`src/rtl/pq_sched_arbiter.sv`:
```
// Round-robin arbiter sharing one prio_q event heap among NREQ cores.
// Paces heap ops by ISSUE_GAP, tracks occupancy and returns dequeued events.
module pq_sched_arbiter #(
  parameter int unsigned NREQ      = 4,
  parameter int unsigned DWIDTH    = 16,
  parameter int unsigned HDEPTH    = 5,
  parameter int unsigned ISSUE_GAP = 1
) (
  input  logic                       CLK,
  input  logic                       rst_n,
  input  logic [NREQ-1:0]            req_enq,
  input  logic [NREQ-1:0]            req_deq,
  input  logic [NREQ*DWIDTH-1:0]     req_data,
  output logic [NREQ-1:0]            grant,
  output logic                       rsp_valid,
  output logic [$clog2(NREQ)-1:0]    rsp_id,
  output logic [DWIDTH-1:0]          rsp_data,
  output logic                       pq_enq,
  output logic                       pq_deq,
  output logic [DWIDTH-1:0]          pq_inp_data,
  input  logic [DWIDTH-1:0]          pq_out_data,
  input  logic [HDEPTH-1:0]          pq_count,
  output logic [HDEPTH-1:0]          occ,
  output logic                       full,
  output logic                       empty,
  output logic                       err_sync
);
  localparam int unsigned IW  = $clog2(NREQ);
  localparam int unsigned GW  = $clog2(ISSUE_GAP + 1);
  localparam int unsigned CAP = (1 << HDEPTH) - 1;

  typedef enum logic {S_IDLE = 1'b0, S_GAP = 1'b1} state_e;

  state_e            state_q, state_d;
  logic [GW-1:0]     gap_q, gap_d;
  logic [IW-1:0]     rr_ptr_q, rr_ptr_d;
  logic [HDEPTH-1:0] occ_q, occ_d;
  logic              full_q, full_d;
  logic              empty_q, empty_d;
  logic              rsp_valid_q, rsp_valid_d;
  logic [IW-1:0]     rsp_id_q, rsp_id_d;
  logic [DWIDTH-1:0] rsp_data_q, rsp_data_d;
  logic              op_prev_q, op_prev_d;
  logic              err_sync_q, err_sync_d;

  logic [NREQ-1:0]   elig;
  logic              sel_found;
  logic [IW-1:0]     sel_idx;
  logic              sel_enq;

  // First eligible core at or after rr_ptr; descending scan so the nearest wins.
  always_comb begin
    elig      = (req_enq & {NREQ{~full_q}}) | (req_deq & {NREQ{~empty_q}});
    sel_found = 1'b0;
    sel_idx   = '0;
    for (int k = int'(NREQ) - 1; k >= 0; k--) begin
      if (elig[IW'((int'(rr_ptr_q) + k) % int'(NREQ))]) begin
        sel_found = 1'b1;
        sel_idx   = IW'((int'(rr_ptr_q) + k) % int'(NREQ));
      end
    end
    sel_enq = req_enq[sel_idx] & ~full_q;
  end

  always_ff @(posedge CLK or negedge rst_n) begin
    if (!rst_n) begin
      state_q <= S_IDLE;
      gap_q   <= '0;
    end else begin
      state_q <= state_d;
      gap_q   <= gap_d;
    end
  end

  always_comb begin
    state_d = state_q;
    gap_d   = gap_q;
    case (state_q)
      S_IDLE: begin
        if (sel_found && (ISSUE_GAP > 1)) begin
          state_d = S_GAP;
          gap_d   = GW'(ISSUE_GAP - 1);
        end
      end
      S_GAP: begin
        if (gap_q <= GW'(1)) begin
          state_d = S_IDLE;
          gap_d   = '0;
        end else begin
          gap_d = gap_q - GW'(1);
        end
      end
      default: begin
        state_d = S_IDLE;
        gap_d   = '0;
      end
    endcase
  end

  // Grant and heap command are issued in the same cycle as the arbitration.
  always_comb begin
    grant       = '0;
    pq_enq      = 1'b0;
    pq_deq      = 1'b0;
    pq_inp_data = '0;
    if ((state_q == S_IDLE) && sel_found) begin
      grant[sel_idx] = 1'b1;
      if (sel_enq) begin
        pq_enq      = 1'b1;
        pq_inp_data = req_data[32'(sel_idx)*DWIDTH +: DWIDTH];
      end else begin
        pq_deq = 1'b1;
      end
    end
  end

  always_comb begin
    occ_d = occ_q;
    if (pq_enq) begin
      occ_d = occ_q + HDEPTH'(1);
    end else if (pq_deq) begin
      occ_d = occ_q - HDEPTH'(1);
    end
    full_d   = (occ_d == HDEPTH'(CAP));
    empty_d  = (occ_d == '0);
    rr_ptr_d = rr_ptr_q;
    if (pq_enq || pq_deq) begin
      rr_ptr_d = (sel_idx == IW'(NREQ - 1)) ? '0 : sel_idx + IW'(1);
    end
    rsp_valid_d = pq_deq;
    rsp_id_d    = pq_deq ? sel_idx : rsp_id_q;
    rsp_data_d  = pq_deq ? pq_out_data : rsp_data_q;
    op_prev_d   = pq_enq | pq_deq;
    // Heap count lags by one op, so compare only after an idle cycle.
    err_sync_d  = err_sync_q | (~op_prev_q & (occ_q != pq_count));
  end

  always_ff @(posedge CLK or negedge rst_n) begin
    if (!rst_n) begin
      rr_ptr_q    <= '0;
      occ_q       <= '0;
      full_q      <= 1'b0;
      empty_q     <= 1'b1;
      rsp_valid_q <= 1'b0;
      rsp_id_q    <= '0;
      rsp_data_q  <= '0;
      op_prev_q   <= 1'b0;
      err_sync_q  <= 1'b0;
    end else begin
      rr_ptr_q    <= rr_ptr_d;
      occ_q       <= occ_d;
      full_q      <= full_d;
      empty_q     <= empty_d;
      rsp_valid_q <= rsp_valid_d;
      rsp_id_q    <= rsp_id_d;
      rsp_data_q  <= rsp_data_d;
      op_prev_q   <= op_prev_d;
      err_sync_q  <= err_sync_d;
    end
  end

  assign rsp_valid = rsp_valid_q;
  assign rsp_id    = rsp_id_q;
  assign rsp_data  = rsp_data_q;
  assign occ       = occ_q;
  assign full      = full_q;
  assign empty     = empty_q;
  assign err_sync  = err_sync_q;

endmodule
```
`config.mk`:
```
export PLATFORM = sky130hd
export DESIGN_NAME = pq_sched_arbiter
export DESIGN_NICKNAME = d
export VERILOG_FILES = /design/src/rtl/pq_sched_arbiter.sv
export SDC_FILE = /design/constraint.sdc
export NUM_CORES = 1
export LEC_CHECK = 0
export ABC_AREA = 1
export CAP_MARGIN = 20
export CORE_ASPECT_RATIO = 1.2
export CORE_UTILIZATION = 40
export CTS_BUF_LIST = sky130_fd_sc_hd__clkbuf_8
export CTS_CLUSTER_DIAMETER = 40
export CTS_CLUSTER_SIZE = 24
export DETAILED_ROUTE_END_ITERATION = 16
export HOLD_SLACK_MARGIN = 0.02
export PLACE_DENSITY = 0.86
export SLEW_MARGIN = 0
export SYNTH_ARGS = -nofsm -noshare
export SYNTH_HDL_FRONTEND = slang
export SYNTH_SLANG_ARGS = --single-unit
```
`constraint.sdc`:
```
create_clock -name CLK -period 4.6 [get_ports CLK]
set_input_delay 0.92 -clock CLK [delete_from_list [all_inputs] [get_ports CLK]]
set_output_delay 0.92 -clock CLK [all_outputs]
set_load 0.01 [all_outputs]
```
* Word-level counts from Yosys, hierarchy flattened
Cells that the tools add are included.
** Storage, ports and cells
- Register bits :: 32
- Output and inout port bits :: 49
** Operators by class
- Add/sub/neg operators :: 7
- $lt $le $gt $ge :: 7
- Equality and inequality tests :: 3
- Shifts and indexed selects :: 1
- Multiplexer cells :: 37
- Bitwise logic cells :: 11
- Reductions and logical operators :: 4
** Operators with widths (count)
- $shiftx A64 B7 Y16 :: 1
- $mux W16 :: 2
- $mux W1 :: 21
- $lt A2 B4 Y1 const B :: 4
- $bmux W1 S2 :: 5
- $mux W2 :: 5
- $mux W5 :: 2
- $and A4 B4 Y4 :: 2
- $add A5 B1 Y5 const B :: 1
- $eq A5 B5 Y1 const B :: 1
- $logic_not A5 Y1 :: 1
- $ne A5 B5 Y1 :: 1
- $sub A5 B1 Y5 const B :: 1
- $add A2 B1 Y2 const B :: 2
- $add A2 B2 Y2 const B :: 2
- $mux W4 :: 1
- $not A1 Y1 :: 4
- $or A4 B4 Y4 :: 1
- $lt A2 B3 Y1 const B :: 1
- $and A1 B1 Y1 :: 2
- $demux W1 S2 :: 1
- $eq A2 B2 Y1 const B :: 1
- $ge A2 B1 Y1 const B :: 1
- $logic_and A1 B1 Y1 :: 2
- 4 further kinds :: 5

* Longest topological paths before layout
Gate-level depths: netlist of the first run.
- Word-level depth :: 18
- Depth in mapped cells :: 22

* Least setup slack after synthesis of the first run
Ideal clock, no wire load.
- Path kind :: input to output
- Start point :: in req_enq[3]
- End point :: out grant[0]
- Arrival :: 2387 ps
- Data required time :: 3680 ps
- Slack :: 1293 ps
- Cell stages on the path :: 12
- Path buffers :: 2
- Cell sequence :: nand2_1 nand3_1 nand2_1 nor2_1 o21ai_1 nand2_1 o21ai_2 buf_2 buf_1 ha_1 inv_1 nor2_1
** Between the ends
- Word-level cells in the longest chain between the ends :: 14
- Elaborated cells between the ends (all ways) :: 29
- Those cells by class :: order compare: 2; mux: 23; bitwise: 2; reduce/logical: 2
** RTL lines
- start: declaration :: RTL line 11 : input logic [NREQ-1:0] req_enq,
- $and A4 B4 Y4 * :: RTL line 53 : elig = (req_enq & {NREQ{~full_q}}) | (req_deq & {NREQ{~empty_q}});
- $or A4 B4 Y4 * :: RTL line 53
- $bmux W1 S2 :: RTL line 57 : if (elig[IW'((int'(rr_ptr_q) + k) % int'(NREQ))]) begin
- $mux W1 (implied by the code) (2 in a row) :: RTL line 57
- $mux W2 (4 in a row) :: RTL line 57
- $lt A2 B3 Y1 (implied by the code) / $ge A2 B1 Y1 (equally long branches) :: RTL line 107 : grant[sel_idx] = 1'b1;
- $logic_and A1 B1 Y1 (implied by the code) :: RTL line 107
- $mux W1 (implied by the code) :: RTL line 107
- $demux W1 S2 :: RTL line 107
- $mux W4 * :: RTL line 106 : if ((state_q == S_IDLE) && sel_found) begin
- end: declaration :: RTL line 14 : output logic [NREQ-1:0] grant,
Mark *: on every way between the ends. The rest lies on a longest branch, timed or not. The select of a mux whose other input is x is not followed.

* Worst setup path after layout of the first run
- Start point :: in req_enq[1]
- End point :: out pq_inp_data[14]
** Between the ends
- Word-level cells in the longest chain between the ends :: 14
- Elaborated cells between the ends (all ways) :: 29
- Those cells by class :: shift: 1; mux: 24; bitwise: 3; reduce/logical: 1
** RTL lines
- branches (longest 13 deep; another with $shiftx A64 B7 Y16)
- $mux W16 * :: RTL line 106
- end: declaration :: RTL line 20 : output logic [DWIDTH-1:0] pq_inp_data,
Every way passes the cells marked *. The select of a mux whose other input is x is not followed.

==> results of run 1 <==
state kept, by name, summed over array words and instances (netlist names):
signal and cells:
op_prev_q 1, rr_ptr_q 2, rsp_valid 1, err_sync 1, empty 1, rsp_data 16
rsp_id 2, occ 5, full 1
stage by stage:
step	hold WS, ps	area (µm²)	worst slack (ps)
after floorplan	493	2340	1290
after global placement	440	3840	304
after detailed placement	462	3840	231
after CTS	475	3930	227
after global routing	492	3930	-16.0
final	471	3930	200
logic make-up after synthesis:
| family | after synthesis | share of synthesized area |
|---|---|---|
| AOI/OAI and AO/OA | 57 | 0.126 |
| xor gates and xnor gates | 5 | 0.0187 |
| adders and majority gates | 6 | 0.0321 |
| buffers and inverters | 48 | 0.0935 |
| DFF | 30 | 0.321 |
| and+or+nand+nor | 216 | 0.409 |
power breakdown:
part / switching, mW / leakage (nW) / total (mW) / internal [mW]
combinational: 1.63 / 1.41 / 2.95 / 1.32
clock: 0.0942 / 0.0524 / 0.212 / 0.118
sequential: 0.102 / 0.361 / 0.510 / 0.408
total: 1.83 / 1.82 / 3.67 / 1.84
Yosys cell counts (3+ instances only):
master    count
a21oi_1      18
ha_1          6
o21ai_1       3
nand3_2       6
nand4_1       3
buf_2         7
inv_2         4
nor2_1       73
o21ai_0      33
nand2_1      88
clkbuf_1      4
inv_1        26
xnor2_1       3
nand3_1      27
buf_6         3
nand2_2      13
dfrtp_1      29
layout make-up:
type,count,area share
clock inverter,2,0.00223
timing repair buffer,150,0.381
inverter,31,0.0296
multi-input combinational,284,0.350
sequential,30,0.191
clock buffer,6,0.0210
tap,80,0.0255
final timing paths:
| path | from | endpoint | slack (ps) | cells past startpoint |
|---|---|---|---|---|
| worst min register to register | err_sync | err_sync | 470 | 1 |
| worst min-delay path | err_sync | err_sync | 470 | 1 |
| max in group asynchronous | rst_n | empty | 3270 | 2 |
| min in group asynchronous | rst_n | rsp_data[13] | 1020 | 2 |
| worst max register to register | empty | rsp_data[7] | 2020 | 17 |
| worst max-delay path | req_enq[1] | pq_inp_data[14] | 200 | 14 |
routing by layer:
metal | track usage | vias up
met5 | 0 | -
met4 | 0.0963 | 0
met3 | 0.0646 | 16
met2 | 0.449 | 121
met1 | 0.265 | 1277
li1 | - | 1427
==> results.md, run 1 <==
Drt:
- The length of routed met2 wiring is around 3600 µm.
- Routed signal wires occupy layers up through met4.
- The detailed route wirelength on metal3 is roughly 670 µm.
- The final antenna-violating net count is 0.
- The number of DRC markers after the initial detailed-route iteration is 80.
- The number of remaining DRC errors is 0.
- The average routed wire per standard cell is ~13 µm.
- The first detailed-routing pass ran for 5 iterations.
- The vias after detailed routing is between 2000 and 3000.
- The total wire length after detailed routing is about 7400 µm.
- In the routed layout, each cell is associated on average with a via count of 4.87.
- The met1 wire length is about 3000 µm.

CTS:
- The count of cells resized by post-cts repair is 0.
- After clock tree synthesis, the clock-pin slew on the worst setup and hold paths is ~60 ps.
- The cts-stage hold buffer count is 0.
- The clock sink total is 30.
- In this run the clock root is driven by a clkbuf_8.
- The maximum buffer depth of the clock tree is 2.
- The number of buffers created by CTS is 5.
- The deepest level of the CTS H-tree is 2.
- The post-CTS repair timing setup buffer count is 0.
- The clock reaches the later pin of the worst-skew pair after 280 ps.
- The CTS tree is done.

Logic synthesis:
- The number of synthesized flops with an enable pin is 0.
- The fraction of the yosys area taken by sequential cells is 0.321.
- In this run, synthesis produced a sequential element count of 30.
- The post-synthesis instance area is 2340 µm².
- The top flip-flop cell by instance count after synthesis is dfrtp_1.
- In the post-synthesis netlist, the biggest area contributors are dfrtp_1 (31%), nand2_1 (14%), nor2_1 (12%).
- Of the post-synthesis cell area, the dominant cell type holds 0.310.
- The synthesized net count is 463.
- The Yosys step of the flow raised 0 warnings.
- The leading area contributor after synthesis is dfrtp_1.
- The mean cell area of the mapped netlist is 6.47 µm².
- The fraction of registers with async set/reset is 1.00.
- Counting distinct cell types in the post-synthesis netlist gives 29.
- In the synthesized netlist, the number of instances is roughly 360.

Placed design:
- The detailed placer's ending HPWL is roughly 5800 µm.
- The weighted congestion reported at the end of routability-driven placement is a little over 0.9.
- Buffers placed on the I/O ports in this run total roughly 140.
- The number of placed instances with taps included is around 580.

Cells and area:
- The top cell types in the final layout, fill and taps aside, are clkdlybuf4s50_1 (143), nand2_1 (88), nor2_1 (73), o21ai_0 (33), dfrtp_1 (29).
- The filler cells instantiated in the layout total between 400 and 500.
- The synthesis-to-layout area growth is 67.8%.
- The count of cells in the finished layout, fillers not included, comes to 583.
- For this run, the post-layout net count is between 600 and 700.
- Once layout is complete, the utilization of the core stands at 0.694.
- The share of post-route cells with drive strength above 1 is 0.0855.
- The library cell used most frequently in the layout, excluding fill and tap cells, is clkdlybuf4s50_1.
- The number of antenna repair diodes is 0.
- Summing all multi-input logic gate instances after layout gives 1380 µm².
- In the final layout, flip-flops and latches occupy 752 µm².

Worst setup path:
- The signal arrival time at the worst endpoint is around 3500 ps.
- The sum of buffers and inverters on the critical path is 2.
- In this design, the stage delay of the slowest critical-path cell is about 570 ps.
- The startpoint class of the critical path is an input pin.
- The slowest cell on the critical path is clkdlybuf4s50_1.
- The critical path goes through clkdlybuf4s50_1, nand2_2, nand3_1, nand3_1, nand2_2, nand2_2, nand3_2, nand2_2, nand2_1, nand2_1, nand2_1, nand3_4, a21oi_1, clkdlybuf4s50_1.
- The class of the most critical setup path is input pin to output port.
- Broken down by cell family, the worst path's largest delay share belongs to simple AND/OR/NAND/NOR gates.
- The highest fanout seen on the critical path is 24.
- STA puts the critical path data required time at 3680 ps.
- The type of element capturing the critical path is an output port.
- The cell repeated most along the worst path is nand2_2.

GRT:
- The pin count of the biggest net entering global routing is 36.
- The total routing usage reported by global routing is 0.245.
- The initial antenna violation count is 0.
- The number of global-route vias before repair was between 2000 and 3000.
- The first global-routing pass estimated 12100 µm of wire.
- After global routing the overflow that remains totals 0.

Timing:
- The final critical delay including setup and external delays is approximately 4400 ps.
- The number of hold violations in the final report is 0.
- Dividing the final minimum period by the clock period gives 0.957.
- Derived from the worst setup path, the maximum achievable clock frequency is approximately 0.23 GHz.
- The total count of max-transition violations in the final report is 0.
- Between clock sinks in the finished design, the worst skew comes to between 4 and 5 ps.
- At the pin with the least slew margin, the transition time is around 460 ps.
- Setup violations remaining at the end of the flow were counted as 0.
- Setup repair after global routing could not meet its margin everywhere.
- The worst max-slew margin expressed relative to the limit is 0.689.
- The final setup TNS is 0 ps.

Worst hold path:
- The tightest min-delay check is of the register to register type.

Die:
- From bottom edge to top edge, the die measures ~86 µm.
- Row generation in the floorplan step produced 30 rows.
- In this run the count of I/O pins placed on the die edge is between 100 and 150.
- The region available for standard cell placement spans 5670 µm².
- The full die area is roughly 6200 µm².
- The die is between 70 and 80 µm wide.
- The initial standard-cell utilization of the core is 0.413.

Power and ir drop:
- For this design the static power due to leakage is 1.82 nW.
- VDD sags by at most 0.000793 V.
- Total power for the finished layout comes to approximately 3.7 mW.
- For this design the ratio of total power to cell area is just over 900 nW/µm².

Flow run:
- The tool flagged a number of max-cap violations equal to 0.

Status:
- The flow ran to the end, and the final reports show no timing, DRC or antenna violations.
Power figures use the tool's default switching activity.
==> inputs of run 2 (changes only) <==
ABC_CLOCK_PERIOD_IN_PS = 4600   (was default)
==> results of run 2 <==
Same layout as run 1: the final DEF is identical, and so are final timing and power.
==> inputs of run 3 (changes only) <==
GPL_ROUTABILITY_DRIVEN = 1   (was default)
==> results of run 3 <==
Same layout as run 1: the final DEF is identical, and so are final timing and power.
